$ cat src/rtl/frame_encoder_pkg.sv
// frame_encoder_pkg: framer states, link byte constants and the payload escape rule.
package frame_encoder_pkg;

    typedef enum logic [2:0] {
        ST_IDLE,
        ST_SYNC,
        ST_CTRL,
        ST_WAIT_ACK,
        ST_STREAM,
        ST_TERM,
        ST_DONE
    } state_e;

    localparam logic [7:0] SYNC_WORD = 8'hFF;
    localparam logic [7:0] ACK_BYTE  = 8'h02;
    localparam logic [7:0] ESC_VAL   = 8'hFE;

    // The decoder leaves a frame on any 0xFF, so payload must never carry it.
    function automatic logic [7:0] escape(input logic [7:0] b);
        return (b == SYNC_WORD) ? ESC_VAL : b;
    endfunction

endpackage

$ cat src/rtl/frame_encoder_ack_timer.sv
// ack_timer: ack-wait cycle counter with retry count for the frame encoder.
//   clk, rst       clock, synchronous active-high reset
//   clear_i        new frame accepted: zero both counters
//   run_i          waiting for ack this cycle (and no ack seen)
//   expire_o       this is the last allowed wait cycle
//   exhausted_o    all retries already used
module ack_timer #(
    parameter int TIMEOUT_CYCLES = 1024,
    parameter int MAX_RETRY      = 3
) (
    input  logic clk,
    input  logic rst,
    input  logic clear_i,
    input  logic run_i,
    output logic expire_o,
    output logic exhausted_o
);
    localparam int CW = (TIMEOUT_CYCLES > 1) ? $clog2(TIMEOUT_CYCLES) : 1;
    localparam int RW = $clog2(MAX_RETRY + 1) > 0 ? $clog2(MAX_RETRY + 1) : 1;

    logic [CW-1:0] cyc_q;
    logic [RW-1:0] retry_q;

    assign expire_o    = run_i && (cyc_q == CW'(TIMEOUT_CYCLES - 1));
    assign exhausted_o = (retry_q == RW'(MAX_RETRY));

    // The cycle counter restarts whenever the wait is interrupted, so each
    // resend of sync+ctrl gets a full timeout window.
    always_ff @(posedge clk) begin
        if (rst || clear_i) begin
            cyc_q   <= '0;
            retry_q <= '0;
        end else begin
            cyc_q <= (run_i && !expire_o) ? cyc_q + CW'(1) : '0;
            if (expire_o && !exhausted_o) retry_q <= retry_q + RW'(1);
        end
    end

endmodule

$ cat src/rtl/frame_encoder.sv
// frame_encoder: host-side framer sending sync, ctrl, waiting for ack, streaming escaped samples, terminator.
//   clk, rst            clock, synchronous active-high reset
//   start, ctrl_word,   frame request; ctrl_word/frame_len latched when accepted in idle
//   frame_len
//   s_data/s_valid/     sample source handshake (s_ready registered)
//   s_ready
//   data_tx/tx          byte stream to the decoder, tx strobes a new byte
//   data_rx/rx          bytes back from the decoder (ack)
//   busy, done, error   status; done/error are one-cycle pulses
// Optional FRAME_ENCODER_TIMEOUT_EN adds the ack timeout with sync/ctrl retries.
module frame_encoder
    import frame_encoder_pkg::*;
#(
    parameter int LEN_W = 16
`ifdef FRAME_ENCODER_TIMEOUT_EN
    ,
    parameter int TIMEOUT_CYCLES = 1024,
    parameter int MAX_RETRY      = 3
`endif
) (
    input  logic             clk,
    input  logic             rst,
    input  logic             start,
    input  logic [7:0]       ctrl_word,
    input  logic [LEN_W-1:0] frame_len,
    input  logic [7:0]       s_data,
    input  logic             s_valid,
    output logic             s_ready,
    output logic [7:0]       data_tx,
    output logic             tx,
    input  logic [7:0]       data_rx,
    input  logic             rx,
    output logic             busy,
    output logic             done,
    output logic             error
);
    state_e           state_q;
    logic [7:0]       ctrl_q;
    logic [LEN_W-1:0] len_q;
    logic [LEN_W-1:0] cnt_q;
    logic [7:0]       data_tx_q;
    logic             tx_q;
    logic             s_ready_q;
    logic             busy_q;
    logic             done_q;
    logic             error_q;
    logic             ack;
    logic             expire;
    logic             exhausted;

    assign ack = rx && (data_rx == ACK_BYTE);

`ifdef FRAME_ENCODER_TIMEOUT_EN
    ack_timer #(
        .TIMEOUT_CYCLES(TIMEOUT_CYCLES),
        .MAX_RETRY     (MAX_RETRY)
    ) u_ack_timer (
        .clk        (clk),
        .rst        (rst),
        .clear_i    (state_q == ST_IDLE && start),
        .run_i      (state_q == ST_WAIT_ACK && !ack),
        .expire_o   (expire),
        .exhausted_o(exhausted)
    );
`else
    assign expire    = 1'b0;
    assign exhausted = 1'b0;
`endif

    always_ff @(posedge clk) begin
        if (rst) begin
            state_q   <= ST_IDLE;
            ctrl_q    <= '0;
            len_q     <= '0;
            cnt_q     <= '0;
            data_tx_q <= '0;
            tx_q      <= 1'b0;
            s_ready_q <= 1'b0;
            busy_q    <= 1'b0;
            done_q    <= 1'b0;
            error_q   <= 1'b0;
        end else begin
            tx_q    <= 1'b0;
            done_q  <= 1'b0;
            error_q <= 1'b0;
            case (state_q)
                ST_IDLE: if (start) begin
                    ctrl_q  <= ctrl_word;
                    len_q   <= frame_len;
                    cnt_q   <= '0;
                    busy_q  <= 1'b1;
                    state_q <= ST_SYNC;
                end
                ST_SYNC: begin
                    tx_q      <= 1'b1;
                    data_tx_q <= SYNC_WORD;
                    state_q   <= ST_CTRL;
                end
                ST_CTRL: begin
                    tx_q      <= 1'b1;
                    data_tx_q <= ctrl_q;
                    state_q   <= ST_WAIT_ACK;
                end
                ST_WAIT_ACK: begin
                    // An ack arriving on the expiry cycle still wins.
                    if (ack) begin
                        s_ready_q <= (len_q != '0);
                        state_q   <= (len_q == '0) ? ST_TERM : ST_STREAM;
                    end else if (expire) begin
                        error_q <= exhausted;
                        busy_q  <= !exhausted;
                        state_q <= exhausted ? ST_IDLE : ST_SYNC;
                    end
                end
                ST_STREAM: if (s_valid && s_ready_q) begin
                    tx_q      <= 1'b1;
                    data_tx_q <= escape(s_data);
                    cnt_q     <= cnt_q + LEN_W'(1);
                    // Drop ready on the edge that takes the last sample so
                    // nothing beyond frame_len is ever accepted.
                    if (cnt_q + LEN_W'(1) == len_q) begin
                        s_ready_q <= 1'b0;
                        state_q   <= ST_TERM;
                    end
                end
                ST_TERM: begin
                    tx_q      <= 1'b1;
                    data_tx_q <= SYNC_WORD;
                    state_q   <= ST_DONE;
                end
                ST_DONE: begin
                    done_q  <= 1'b1;
                    busy_q  <= 1'b0;
                    state_q <= ST_IDLE;
                end
                default: state_q <= ST_IDLE;
            endcase
        end
    end

    assign data_tx = data_tx_q;
    assign tx      = tx_q;
    assign s_ready = s_ready_q;
    assign busy    = busy_q;
    assign done    = done_q;
    assign error   = error_q;

endmodule

$ cat config.mk
export PLATFORM = sky130hd
export DESIGN_NAME = frame_encoder
export DESIGN_NICKNAME = d
export VERILOG_FILES = /design/src/rtl/frame_encoder_pkg.sv /design/src/rtl/frame_encoder_ack_timer.sv /design/src/rtl/frame_encoder.sv
export SDC_FILE = /design/constraint.sdc
export NUM_CORES = 1
export LEC_CHECK = 0
export ABC_AREA = 1
export CELL_PAD_IN_SITES_DETAIL_PLACEMENT = 1
export CELL_PAD_IN_SITES_GLOBAL_PLACEMENT = 2
export CORE_ASPECT_RATIO = 0.5
export CORE_UTILIZATION = 30
export DETAILED_ROUTE_END_ITERATION = 8
export PLACE_DENSITY_LB_ADDON = 0.1
export RECOVER_POWER = 50
export SYNTH_ARGS = -nofsm -noshare
export SYNTH_HDL_FRONTEND = slang
export SYNTH_SLANG_ARGS = --single-unit
$ cat constraint.sdc
create_clock -name clk -period 2.6 [get_ports clk]
set_input_delay 0.78 -clock clk [delete_from_list [all_inputs] [get_ports clk]]
set_output_delay 0.78 -clock clk [all_outputs]
set_load 0.05 [all_outputs]
* After elaboration in Yosys (flattened, before gate mapping) *
Index checks and enable logic that the tools add are counted.

storage, ports and cells
  register bits = 55
  output and inout bits = 13
  logic and storage cells = 61

operators by class
  add/subtract/negate cells = 1
  equality and inequality tests = 13
  muxes and demuxes = 21
  reductions and logical operators = 17

operators with widths
  kind                     count
  $mux W16                 2
  $pmux W16 S2             1
  $pmux W8 S3              1
  $pmux W3 S6              1
  $add A16 B1 Y16 const B  1
  $eq A16 B16 Y1           1
  $logic_not A16 Y1        1
  $mux W8                  2
  $reduce_bool A16 Y1      1
  $mux W3                  4
  $eq A3 B3 Y1 const B     3
  $eq A8 B2 Y1 const B     1
  $eq A8 B8 Y1 const B     1
  $ne A2 B2 Y1 const B     4
  $reduce_and A4 Y1        2
  $mux W1                  7
  $eq A3 B2 Y1 const B     2
  $pmux W1 S2              3
  $reduce_and A2 Y1        3
  $reduce_bool A2 Y1       3
  $eq A3 B1 Y1 const B     1
  $logic_not A3 Y1         1
  $reduce_and A3 Y1        1
  $reduce_bool A3 Y1       1
  3 further kinds          4

* Longest topological paths before layout *
  depth after elaboration = 5
  gate-level depth with buffers = 17

* Least setup slack after synthesis *
OpenSTA, ideal clock, no wires.

  path kind = input-to-reg
  start = in start
  end = reg len_q[10]
  setup time = 0.128 ns
  data arrival time = 1.642 ns
  required time = 2.472 ns
  slack = 0.830 ns
  stages on the path = 6
  buffers on the path = 1
  cell sequence = inv_1 > nor2_1 > inv_1 > clkbuf_1 > o21ai_0 > a21oi_1

on the way
  longest elaborated chain between the ends = 1

ends and longest elaborated chain
  item                                line                 source
  from (decl)                         frame_encoder.sv:23  input logic start,
  $reduce_and A2 Y1 (no source line)  n/a
  to (signal assigned)                frame_encoder.sv:89  len_q <= frame_len;
  to (decl)                           frame_encoder.sv:39  logic [LEN_W-1:0] len_q;

No other way between the ends.
A chain may end at the register's enable or synchronous reset.

* Final worst setup path *
  start = in start
  end = reg len_q[8]

Same word-level chain as after synthesis.

==> impl_metrics.yaml <==
run_status:
  outcome: "finished clean"
floorplanning:
  die_w_um: 141
  start_util: 0.309
  floorplan.die.height_um: 71.7
  num_io_pins: 58
  dieArea_um2: 10100
  rows: 25
  core_um2: 9450
final_layout:
  layout.cells.most_common: "sky130_fd_sc_hd__nand2_1"
  n_antenna_cell: 0
  final_cells: 638
  layout_cell_share_with_drive_strength_beyond_1: 0.0716
  layout_overhead_on_the_synthesized_area_pct: 31.6
  design.final.nets: 548
  final_cell_mix: "sky130_fd_sc_hd__nand2_1, sky130_fd_sc_hd__dfxtp_1, sky130_fd_sc_hd__inv_1"
critical_path:
  worst_r2r_path_depth: 14
  reg2reg_to: "s_ready"
  data_arrival_time_of_the_critical_path_ns: 2.53
  worst_setup_path_end_kind: "flop"
  worst_r2r_startpoint: "cnt_q[1]"
  critical_path_class: "input pin to flop"
  worst_ep_required_time_ns: 2.84
  timing.critical_path.from_type: "input pin"
  critical_path_peak_fanout: 20
  setup.reg_to_reg.worst_slack_ns: 0.37
timing:
  rsz0062_at_grt: "false"
  timing.max_slew.rel_slack: 0.219
  finalSetupTns_ns: 0
  finalCriticalPeriod_ns: 2.29
  maxClockFrequency_ghz: 0.436
  setup_viol_count_final: 0
  tightest_slew_ns: 1.17
  fin_crit_sh: 0.881
  report.final.hold_viol_count: 0
  whs_ns: 0.462
  clock_skew_ns: 0.00577
  slew_viol_final: 0
global_route:
  grt_antenna_before_repair: 0
  grt_start_max_net_pins: 28
  grt_pass1_vias: 2904
  globalRouteOverflowTotal: 0
  grt_first_pass_wirelength_um: 14600
  grt.total_usage: 0.190
yosys:
  syn_inst: 445
  yosysUniqueCellTypes: 27
  avg_inst_size_synth_um2: 6.55
  synth-seq-cells: 55
  synth.yosys.seq_area_share: 0.378
  synth-warning-count: 0
  postSynthNetCount: 491
  syn_area_um2: 2920
cts:
  clk_pin_slew_ns: 0.07
  clock_path_buffers: 2
  cts_max_level: 2
  cts.root.buffer_cell: "sky130_fd_sc_hd__clkbuf_16"
  tritoncts: "built"
  cts-resized-gates: 0
  worstSkewPairLatency_ns: 0.30
  hold_buf_count_cts: 0
  cts-buffers-inserted: 5
  cts_post_setup_buffers_inserted: 0
  cts_sinks: 55
hold_path:
  holdPathEnd: "ctrl_q[7]"
  whs_path_cells: 2
  min_from: "ctrl_q[7]"
  hold_class: "flop to flop"
placed_design:
  gpl.final_weighted_congestion: 0.787
  dpl.hpwl_um: 6980
  cell_count_after_placement: 630
  port_buffers: 56
power:
  design_power_total_w: 0.00345
  max-vdd-ir-drop_v: 0.000410
  power_leakage_nw: 1.48
  power_per_cell_area_nw_per_um2: 900
route:
  wirelength_um: 9110
  routedWlPerCell_um: 14.3
  drcViolationCount: 0
  routed-via-count: 3023
  initialDrtViolationCount: 95
  pre_antenna_drt_iters: 4
  drt.antenna.violating_nets: 0
  viasPerCell: 4.74
flow_run:
  drv.max_cap_violation_count: 0
[Yosys cell counts (all sizes together)]
cell type / n / area [um2]
a211oi: 1 / 7.51
a21oi: 39 / 195
a22oi: 6 / 45.0
a31oi: 6 / 37.5
buf: 4 / 22.5
clkbuf: 10 / 37.5
clkinv: 1 / 5.00
conb: 1 / 3.75
dfxtp: 55 / 1100
ha: 1 / 12.5
inv: 55 / 206
nand2: 121 / 472
nand3: 43 / 230
nand3b: 2 / 15.0
nand4: 12 / 75.1
nor2: 42 / 205
nor3: 2 / 10.0
nor4: 6 / 37.5
o211ai: 3 / 22.5
o21ai: 35 / 175
[cell type report]
class                   instances  area, um2
clock buffers                   6        129
clock inverters                 2       60.1
fillers                      1224       5610
inverters                      56        211
multi-input cells             320       1540
flip-flops and latches         55       1100
well taps                     135        169
repair buffers                 64        623
[power breakdown]
| part | switching, W | total [W] | internal [W] |
|---|---|---|---|
| Combinational | 0.000900 | 0.00138 | 0.000480 |
| Clock | 0.000325 | 0.000879 | 0.000553 |
| Sequential | 0.000145 | 0.00119 | 0.00105 |
| Total | 0.00137 | 0.00345 | 0.00208 |
[logic make-up after synthesis]
logic type | Yosys count | share of synthesized area
AND/OR/NAND/NOR | 228 | 0.358
AO/OA/AOI/OAI | 90 | 0.166
buffers and inverters | 70 | 0.0931
flip-flops | 55 | 0.378
adder cells (fa/ha/maj) | 1 | 0.00429
other | 1 | 0.00129
[through the flow]
stage	util	cell area, um2	setup WS, ns
floorplan	-	2920	0.830
global placement	0.387	3660	0.256
detailed placement	0.387	3660	0.234
CTS	0.407	3850	0.303
global route	0.406	3840	0.0482
finish	0.406	3840	0.309
[layer usage]
| layer | track usage | wire length (um) | vias up |
|---|---|---|---|
| li1 | - | - | 1582 |
| met1 | 0.269 | 4960 | 1373 |
| met2 | 0.291 | 3690 | 58 |
| met3 | 0.0428 | 360 | 10 |
| met4 | 0.0502 | 96 | 0 |
| met5 | 0 | 0 | - |
[registers in the layout (all words and copies together) (netlist names)]
register and cells:
cnt_q 16, done 1, busy 1, tx 1
ctrl_q 8, len_q 16, s_ready 1, state_q 3
data_tx 8
[worst max-delay path by stage]
stage / startpoint / end / slack, ns / depth (start not counted)
after floorplan: start / len_q[10] / 0.83 / 6
after global placement: s_valid / cnt_q[0] / 0.26 / 6
after detailed placement: s_valid / cnt_q[0] / 0.23 / 6
after CTS: s_ready / s_ready / 0.30 / 1
after global routing: start / len_q[8] / 0.05 / 7
final: start / len_q[8] / 0.31 / 7
[worst max-delay path: stages]
cell and delay (ns):
sky130_fd_sc_hd__dlygate4sd3_1 0.53, sky130_fd_sc_hd__inv_1 0.09, sky130_fd_sc_hd__nor2_1 0.09, sky130_fd_sc_hd__inv_1 0.08, sky130_fd_sc_hd__clkbuf_1 0.57, sky130_fd_sc_hd__o21ai_0 0.22, sky130_fd_sc_hd__a21oi_1 0.15
(Power assumes the default switching activity.)
